<file path="config.mk">
export PLATFORM = sky130hd
export DESIGN_NAME = hazard_unit_sb
export DESIGN_NICKNAME = d
export VERILOG_FILES = /design/src/rtl/hazard_pkg.sv /design/src/rtl/hazard_fwd_sel.sv /design/src/rtl/hazard_unit_sb.sv
export SDC_FILE = /design/constraint.sdc
export NUM_CORES = 1
export LEC_CHECK = 0
export CORE_ASPECT_RATIO = 0.9
export CORE_MARGIN = 2
export CORE_UTILIZATION = 45
export DETAILED_ROUTE_END_ITERATION = 8
export PLACE_DENSITY = 0.74
export SLEW_MARGIN = 0
export SYNTH_ARGS = -nofsm -noshare
export SYNTH_HDL_FRONTEND = slang
export SYNTH_SLANG_ARGS = --single-unit
</file>
<file path="constraint.sdc">
create_clock -name clk -period 5.04 [get_ports clk]
set_input_delay 1.008 -clock clk [delete_from_list [all_inputs] [get_ports clk]]
set_output_delay 1.008 -clock clk [all_outputs]
set_load 0.05 [all_outputs]
</file>
<file path="src/rtl/hazard_pkg.sv">
// ---------------------------------------------------------------------------
// hazard_pkg
// Shared definitions for the RV32 5-stage hazard unit with scoreboard.
//   fwd_sel_e : forwarding mux select encoding (RF / WB / MEM)
//   RES_LOAD  : ResultSrcE encoding that marks a load in Execute
//   REG_W_DEF : default register index width
// ---------------------------------------------------------------------------
package hazard_pkg;

   localparam int REG_W_DEF = 5;

   typedef enum logic [1:0] {
      FWD_RF = 2'b00,
      FWD_W  = 2'b01,
      FWD_M  = 2'b10
   } fwd_sel_e;

   localparam logic [1:0] RES_LOAD = 2'b01;

endpackage : hazard_pkg

</file>
<file path="src/rtl/hazard_fwd_sel.sv">
// ---------------------------------------------------------------------------
// hazard_fwd_sel
// Forwarding select for one Execute-stage source operand.
// MEM stage has priority over WB; register x0 is never forwarded.
// Ports:
//   rs_e_i        in  REG_W  source register in Execute
//   rd_m_i        in  REG_W  destination in Memory
//   reg_write_m_i in  1      Memory writes rd_m_i
//   rd_w_i        in  REG_W  destination in Writeback
//   reg_write_w_i in  1      Writeback writes rd_w_i
//   fwd_o         out 2      10 = MEM, 01 = WB, 00 = register file
// ---------------------------------------------------------------------------
module hazard_fwd_sel
   import hazard_pkg::*;
#(
   parameter int REG_W = REG_W_DEF
) (
   input  logic [REG_W-1:0] rs_e_i,
   input  logic [REG_W-1:0] rd_m_i,
   input  logic             reg_write_m_i,
   input  logic [REG_W-1:0] rd_w_i,
   input  logic             reg_write_w_i,
   output logic [1:0]       fwd_o
);

   fwd_sel_e sel;

   always_comb begin
      sel = FWD_RF;
      if (rs_e_i != '0) begin
         if (reg_write_m_i && (rs_e_i == rd_m_i)) begin
            sel = FWD_M;
         end else if (reg_write_w_i && (rs_e_i == rd_w_i)) begin
            sel = FWD_W;
         end
      end
   end

   assign fwd_o = sel;

endmodule : hazard_fwd_sel

</file>
<file path="src/rtl/hazard_unit_sb.sv">
// ---------------------------------------------------------------------------
// hazard_unit_sb
// Hazard / forwarding unit for the 5-stage RV32 pipeline with a multi-cycle
// load-use stall and a single-outstanding-op scoreboard for the long-latency
// (MUL/DIV) unit.
// Ports:
//   clk, rst_n                    clock, async active-low reset
//   Rs1D, Rs2D, RdD, LongD,
//   RegWriteD                     Decode-stage instruction info
//   Rs1E, Rs2E, RdE, ResultSrcE,
//   LongE, RegWriteE, PCSrcE      Execute-stage instruction info
//   RdM, RegWriteM, RdW,
//   RegWriteW                     Memory / Writeback destinations
//   LongDone, LongRd              long unit completion pulse + destination
//   StallF, StallD                hold PC / IF-ID
//   FlushD, FlushE                bubble IF-ID / ID-EX
//   ForwardAE, ForwardBE          operand forwarding selects
//   LongBusy                      long unit has an op outstanding
// All outputs are combinational from the state and the current inputs.
// ---------------------------------------------------------------------------
module hazard_unit_sb
   import hazard_pkg::*;
#(
   parameter int REG_W      = REG_W_DEF,
   parameter int NREG       = 2**REG_W,
   parameter int LOAD_STALL = 1,
   parameter int CNT_W      = 2
) (
   input  logic             clk,
   input  logic             rst_n,
   input  logic [REG_W-1:0] Rs1D,
   input  logic [REG_W-1:0] Rs2D,
   input  logic [REG_W-1:0] RdD,
   input  logic             LongD,
   input  logic             RegWriteD,
   input  logic [REG_W-1:0] Rs1E,
   input  logic [REG_W-1:0] Rs2E,
   input  logic [REG_W-1:0] RdE,
   input  logic [1:0]       ResultSrcE,
   input  logic             LongE,
   input  logic             RegWriteE,
   input  logic             PCSrcE,
   input  logic [REG_W-1:0] RdM,
   input  logic [REG_W-1:0] RdW,
   input  logic             RegWriteM,
   input  logic             RegWriteW,
   input  logic             LongDone,
   input  logic [REG_W-1:0] LongRd,
   output logic             StallF,
   output logic             StallD,
   output logic             FlushD,
   output logic             FlushE,
   output logic [1:0]       ForwardAE,
   output logic [1:0]       ForwardBE,
   output logic             LongBusy
);

   localparam logic [CNT_W-1:0] LD_RELOAD = CNT_W'(LOAD_STALL - 1);

   logic [NREG-1:0]  busy_q, busy_d;
   logic             long_busy_q, long_busy_d;
   logic [CNT_W-1:0] ld_cnt_q, ld_cnt_d;

   logic ld_hit, sb_hit, stall;
   logic sb_set, sb_clr;

   // ---------------- forwarding ----------------
   hazard_fwd_sel #(.REG_W(REG_W)) u_fwd_a (
      .rs_e_i        (Rs1E),
      .rd_m_i        (RdM),
      .reg_write_m_i (RegWriteM),
      .rd_w_i        (RdW),
      .reg_write_w_i (RegWriteW),
      .fwd_o         (ForwardAE)
   );

   hazard_fwd_sel #(.REG_W(REG_W)) u_fwd_b (
      .rs_e_i        (Rs2E),
      .rd_m_i        (RdM),
      .reg_write_m_i (RegWriteM),
      .rd_w_i        (RdW),
      .reg_write_w_i (RegWriteW),
      .fwd_o         (ForwardBE)
   );

   // ---------------- hazard detection ----------------
   assign ld_hit = (ResultSrcE == RES_LOAD) && RegWriteE && (RdE != '0) &&
                   ((Rs1D == RdE) || (Rs2D == RdE));

   // busy[0] is constant 0, so the x0 qualifiers only document intent.
   assign sb_hit = ((Rs1D != '0) && busy_q[Rs1D]) ||
                   ((Rs2D != '0) && busy_q[Rs2D]) ||
                   (RegWriteD && (RdD != '0) && busy_q[RdD]) ||
                   (LongD && long_busy_q);

   assign stall  = ld_hit || (ld_cnt_q != '0) || sb_hit;

   assign StallF = stall && !PCSrcE;
   assign StallD = stall && !PCSrcE;
   assign FlushD = PCSrcE;
   assign FlushE = stall || PCSrcE;
   assign LongBusy = long_busy_q;

   // ---------------- load-use counter ----------------
   // The hit cycle itself is the first stall cycle, so the counter only
   // covers the remaining LOAD_STALL-1 cycles. A taken branch kills it.
   always_comb begin
      ld_cnt_d = ld_cnt_q;
      if (PCSrcE) begin
         ld_cnt_d = '0;
      end else if (ld_hit) begin
         ld_cnt_d = LD_RELOAD;
      end else if (ld_cnt_q != '0) begin
         ld_cnt_d = ld_cnt_q - CNT_W'(1);
      end
   end

   // ---------------- scoreboard ----------------
   // A long op only claims its destination if it actually advances past E
   // this cycle (not squashed by FlushE).
   assign sb_set = LongE && RegWriteE && (RdE != '0) && !FlushE;
   // Completion with nothing outstanding is a stray pulse and is dropped.
   assign sb_clr = LongDone && long_busy_q;

   // Set is applied after clear, so a same-register set+clear stays busy.
   generate
      for (genvar gi = 0; gi < NREG; gi++) begin : g_busy
         if (gi == 0) begin : g_x0
            assign busy_d[gi] = 1'b0;
         end else begin : g_reg
            assign busy_d[gi] = (sb_set && (RdE == REG_W'(gi))) ||
                                (busy_q[gi] && !(sb_clr && (LongRd == REG_W'(gi))));
         end
      end
   endgenerate

   always_comb begin
      long_busy_d = long_busy_q;
      if (sb_set) begin
         long_busy_d = 1'b1;
      end else if (sb_clr) begin
         long_busy_d = 1'b0;
      end
   end

   // ---------------- state ----------------
   always_ff @(posedge clk or negedge rst_n) begin
      if (!rst_n) begin
         busy_q      <= '0;
         long_busy_q <= 1'b0;
         ld_cnt_q    <= '0;
      end else begin
         busy_q      <= busy_d;
         long_busy_q <= long_busy_d;
         ld_cnt_q    <= ld_cnt_d;
      end
   end

endmodule : hazard_unit_sb

</file>
# Word level (Yosys, flattened, before mapping)
# Index checks and enable logic that the tools add are counted.
# classes
magnitude_cmp	3
addsub	1
reduce_logical	190
mux	17
n_eq_ne	69
# op_table
op	count
$eq A5 B5 Y1 const B	32
$logic_and A1 B1 Y1	110
$eq A5 B4 Y1 const B	16
$eq A5 B3 Y1 const B	8
$logic_or A1 B1 Y1	38
$logic_not A1 Y1	33
$eq A5 B5 Y1	6
$reduce_bool A5 Y1	6
$eq A5 B2 Y1 const B	4
$lt A5 B6 Y1 const B	3
$bmux W1 S5	3
$mux W2	7
$eq A5 B1 Y1 const B	2
$mux W1	7
$reduce_bool A2 Y1	2
$reduce_bool A3 Y1	1
$eq A2 B1 Y1 const B	1
$sub A2 B1 Y2 const B	1
# totals
output_inout_bits	9
register_bits	34
word_cells	283
input_bits	57

# Depth between registers and ports, before layout
# Gate-level depths: netlist of the first run.
# depth
word_depth	12
mapped_depth	11
ltp_nobuf	7

# Hierarchy
# From an unflattened synthesis of the first run, not the netlist that was laid out.
# unflattened
hier_cells	337
area_unflattened_um2	3046.7
# by_module_without_submodules
module	cells_per_inst	area_per_inst_um2	seq_area_each_um2	instances
hazard_unit_sb	301	2781.4	850.8	1
hazard_fwd_sel	18	132.6	0.0	2

# Worst setup path before layout of the first run
# Ideal clock, no wire load.
# synth_timing
path_type	input to output
startpoint	input Rs2D[1]
endpoint	output StallF
slack_ns	0.833
path_stages	10
t_required_ns	4.032
arrival_time_ns	3.199
n_path_buf	4
cell_sequence	buf_6 buf_6 mux2i_1 o22ai_1 or4_4 a211oi_4 nand2_4 buf_6 o21ba_2 buf_4
# synth_between
elab_chain_cells	8
elab_cells_between_ends	13
cone_classes	eq/ne: 1; mux: 2; reduce/logical: 10
# synth_rtl
element	line_no	text
from (decl)	hazard_unit_sb.sv:32	input logic [REG_W-1:0] Rs2D,
$bmux W1 S5	hazard_unit_sb.sv:92	((Rs2D != '0) && busy_q[Rs2D]) ||
$mux W1 (not written as such)	hazard_unit_sb.sv:92	
$logic_and A1 B1 Y1	hazard_unit_sb.sv:92	
$logic_or A1 B1 Y1	hazard_unit_sb.sv:91	assign sb_hit = ((Rs1D != '0) && busy_q[Rs1D]) ||
$logic_or A1 B1 Y1	hazard_unit_sb.sv:92	
$logic_or A1 B1 Y1	hazard_unit_sb.sv:93	(RegWriteD && (RdD != '0) && busy_q[RdD]) ||
$logic_or A1 B1 Y1 (*)	hazard_unit_sb.sv:96	assign stall = ld_hit || (ld_cnt_q != '0) || sb_hit;
$logic_and A1 B1 Y1 (*)	-	
to (decl)	hazard_unit_sb.sv:49	output logic StallF,
# Every way passes the cells marked *; elsewhere a longest branch is shown, timed or not. The select of a mux whose other input is x is not followed.

# Worst setup path in the final report of the first run
# layout_timing
startpoint	input RdD[1]
endpoint	output FlushE
# layout_between
elab_chain_cells	7
elab_cells_between_ends	9
cone_classes	mux: 2; reduce/logical: 7
# layout_rtl
element	line_no	text
from (decl)	hazard_unit_sb.sv:33	input logic [REG_W-1:0] RdD,
$bmux W1 S5 / $reduce_bool A5 Y1 (equally long branches)	hazard_unit_sb.sv:93	
$mux W1 (not written as such) / $logic_and A1 B1 Y1 (equally long branches)	hazard_unit_sb.sv:93	
$logic_and A1 B1 Y1 (*)	hazard_unit_sb.sv:93	
$logic_or A1 B1 Y1 (*)	hazard_unit_sb.sv:92	
$logic_or A1 B1 Y1 (*)	hazard_unit_sb.sv:93	
$logic_or A1 B1 Y1 (*)	hazard_unit_sb.sv:96	
$logic_or A1 B1 Y1 (*)	hazard_unit_sb.sv:101	assign FlushE = stall || PCSrcE;
to (decl)	hazard_unit_sb.sv:52	output logic FlushE,
# Marked as above.

==> results by group, run 1 <==
Logic synthesis
  – Post-synthesis sequential area ratio: 0.261
  – Area share of the largest cell type after synthesis: 0.261
  – Synth Register Bits: 34
  – Syn Inst Count: around 370
  – Number of enable flip-flop cells after synthesis: 0
  – Synth Warn #: 0
  – Count leader, synth: o21ai_0
  – Post-synthesis cell area: approximately 3300 um^2
  – Commonest cells in the netlist: o21ai_0, dfrtp_1, nand3_1
  – Netlist cell types: between 50 and 60
  – Ys async rst share: 1.00
  – Yosys top cell by area: dfrtp_1
  – Commonest register cell after synthesis: dfrtp_1
  – Synth top area cells: dfrtp_1, mux4_2, o21ai_0, mux2i_1, xnor2_1
  – Post-Synthesis Net Count: between 400 and 500
  – Syn avg cell area: 8.83 um^2

Finish
  – Layout area overhead: 24.5%
  – Final core occ: 0.576
  – Nets: between 400 and 500
  – Layout cell share with drive strength beyond 1: 0.132
  – N_diodes: 0

Placement
  – RD Place Congestion: around 0.89
  – # port buffers: 65
  – Dpl ws: approximately 0.29 ns
  – Dpl hpwl: between 7000 and 8000 um

Setup path
  – R2R depth: 7
  – Startpoint Class: input port
  – Crit Path Category: input port to primary output
  – Required time of the critical path: between 4 and 5 ns
  – Reg2Reg Launch Point: busy_q[12]
  – FF-to-FF End: busy_q[25]
  – CP Launch Point: RdD[1]
  – Critical Path End Type: primary output
  – Max FO, Critical Path: 8
  – R2R setup slack: around 2.5 ns
  – WP data arrival: between 3 and 4 ns
  – Crit path to: FlushE

Clocking
  – CTS sink cnt: 34
  – Post-CTS Setup Bufs: 0
  – Resized cells post-CTS: 0
  – CTS tree: built
  – Clk buf depth: 2
  – CTS H-tree lvls: 2
  – CTS Root Cell: clkbuf_8
  – Cts bufs inserted: 5
  – Worst skew pair latency: about 0.29 ns
  – CTS Hold Bufs: 0
  – Clk slew on worst S/H paths: roughly 0.070 ns

GRT
  – All-Layer GR Usage: 0.256
  – Vias in the first global route: 3085
  – Initial antenna violation count: 0
  – Largest net degree at the start of global routing: 35
  – First-pass GRT wire length: ~16000 um
  – GRT overflow: 0

Worst hold path
  – HP Class: register to register
  – Cells on Worst Hold Path: 2

Floorplan
  – Die Width: ~94 um
  – Area of the die: 7940 um^2
  – Die H: between 80 and 90 um
  – Starting Density: 0.463
  – Core area: between 7000 and 8000 um^2
  – # IOs: between 60 and 70
  – Row count: 29

Timing
  – Final worst path period need: slightly below 5 ns
  – Clock skew: ~0.0072 ns
  – Least-Margin Pin Slew: 0.618 ns
  – Final worst-path cycle share: 0.954
  – Pins Over Slew Limit: 0
  – Slew headroom: 0.587
  – Setup TNS: 0 ns
  – Final hold violation count: 0
  – RSZ-0062 raised after global routing: no
  – WHS: roughly 0.5 ns
  – Fmax: between 0.2 and 0.25 GHz
  – Final worst-path setup slack: 0.230 ns
  – # setup viols final: 0

Routing
  – Via/cell ratio: 6.22
  – DRC Markers: 0
  – Routed WL: 9700 um
  – Wire per inst: around 19 um
  – DRT iter0 DRCs: 413
  – Drt first pass iters: 5
  – Post-DRT Antenna Nets: 0
  – Vias: 3218

Power and ir drop
  – Maximum vdd ir drop: 0.258 mV
  – Power per Cell Area: 264 nW/um^2
  – Static Leakage: between 1 and 1.5 nW

Outcome
  – Status: finished, final reports clean

Run
  – Max cap viols: 0
-- per-stage QoR --
stage	std cells	cell area, um^2	power [mW]
final	517	4060	1.07
after global routing	517	4060	1.13
after CTS	517	4060	1.07
after detailed placement	509	3950	0.821
after global placement	509	3950	0.808
after floorplan	369	3260	0.665
-- layer usage --
metal	up-vias	part of all wire	global-route usage
met5	-	0	0
met4	0	0.012	0.0593
met3	14	0.081	0.0395
met2	157	0.45	0.387
met1	1549	0.46	0.388
li1	1498	-	-
-- final cells by class --
type,instances,area [um^2]
well taps,93,116
clock inverters,1,30.0
multi-input cells,298,2220
fillers,635,2980
repair buffers,78,741
flip-flops and latches,34,851
clock buffers,7,76.3
inverters,6,22.5
-- cell usage in the layout, fill, tap and decap left out, types with 6 or more instances in the layout --
cell type        instances
clkdlybuf4s50_1         62
o21ai_0                 46
dfrtp_1                 34
nand3_1                 25
nand2_1                 23
mux2i_1                 22
nor3_1                  21
xnor2_1                 18
buf_4                   16
nor2_1                  14
or3_1                   13
mux4_2                  13
xor2_1                  12
o31ai_2                  9
nand2b_1                 8
o31ai_1                  7
nand4_1                  6
inv_1                    6
-- where the power goes --
group          switching [mW]  internal (mW)
registers              0.0555          0.316
logic                   0.254          0.194
clock network           0.102          0.148
-- registers in the layout, indices dropped and copies added, names as in the netlist --
signal    cells
ld_cnt_q      2
LongBusy      1
busy_q       31
-- how the worst min path moves through the flow --
stage / from / end / slack [ns]
3_5_place_dp: ld_cnt_q[1] / ld_cnt_q[1] / 0.51
2_1_floorplan: ld_cnt_q[1] / ld_cnt_q[1] / 0.48
6_report: ld_cnt_q[1] / ld_cnt_q[1] / 0.51
4_1_cts: ld_cnt_q[1] / ld_cnt_q[1] / 0.52
3_3_place_gp: ld_cnt_q[1] / ld_cnt_q[1] / 0.49
5_1_grt: ld_cnt_q[1] / ld_cnt_q[1] / 0.57
-- critical path, cell delays in order --
cell	delay, ns
clkdlybuf4s50_1	0.70
mux4_2	0.55
nor2_1	0.10
a311oi_1	0.06
o41ai_1	0.59
o32ai_4	0.22
or3_1	0.38
buf_4	0.20
-- cell families after synthesis --
| group | Yosys count | share of synthesized area |
|---|---|---|
| multiplexers | 38 | 0.168 |
| AND/OR/NAND/NOR | 142 | 0.244 |
| XOR/XNOR | 30 | 0.0807 |
| AO/OA/AOI/OAI | 87 | 0.182 |
| buffers and inverters | 37 | 0.0607 |
| flip-flops | 34 | 0.261 |
| adder cells (fa/ha/maj) | 1 | 0.00384 |
Note: power is estimated with default switching activity, not from simulation.
==> inputs of run 2 (changes only) <==
--- a/config.mk
+++ b/config.mk
@@ -10,6 +10,7 @@
 export CORE_UTILIZATION = 45
 export DETAILED_ROUTE_END_ITERATION = 8
 export PLACE_DENSITY = 0.74
+export SKIP_CTS_REPAIR_TIMING = 1
 export SLEW_MARGIN = 0
 export SYNTH_ARGS = -nofsm -noshare
 export SYNTH_HDL_FRONTEND = slang
==> results of run 2 <==
The final DEF is identical to that of run 1; final timing and power are the same.
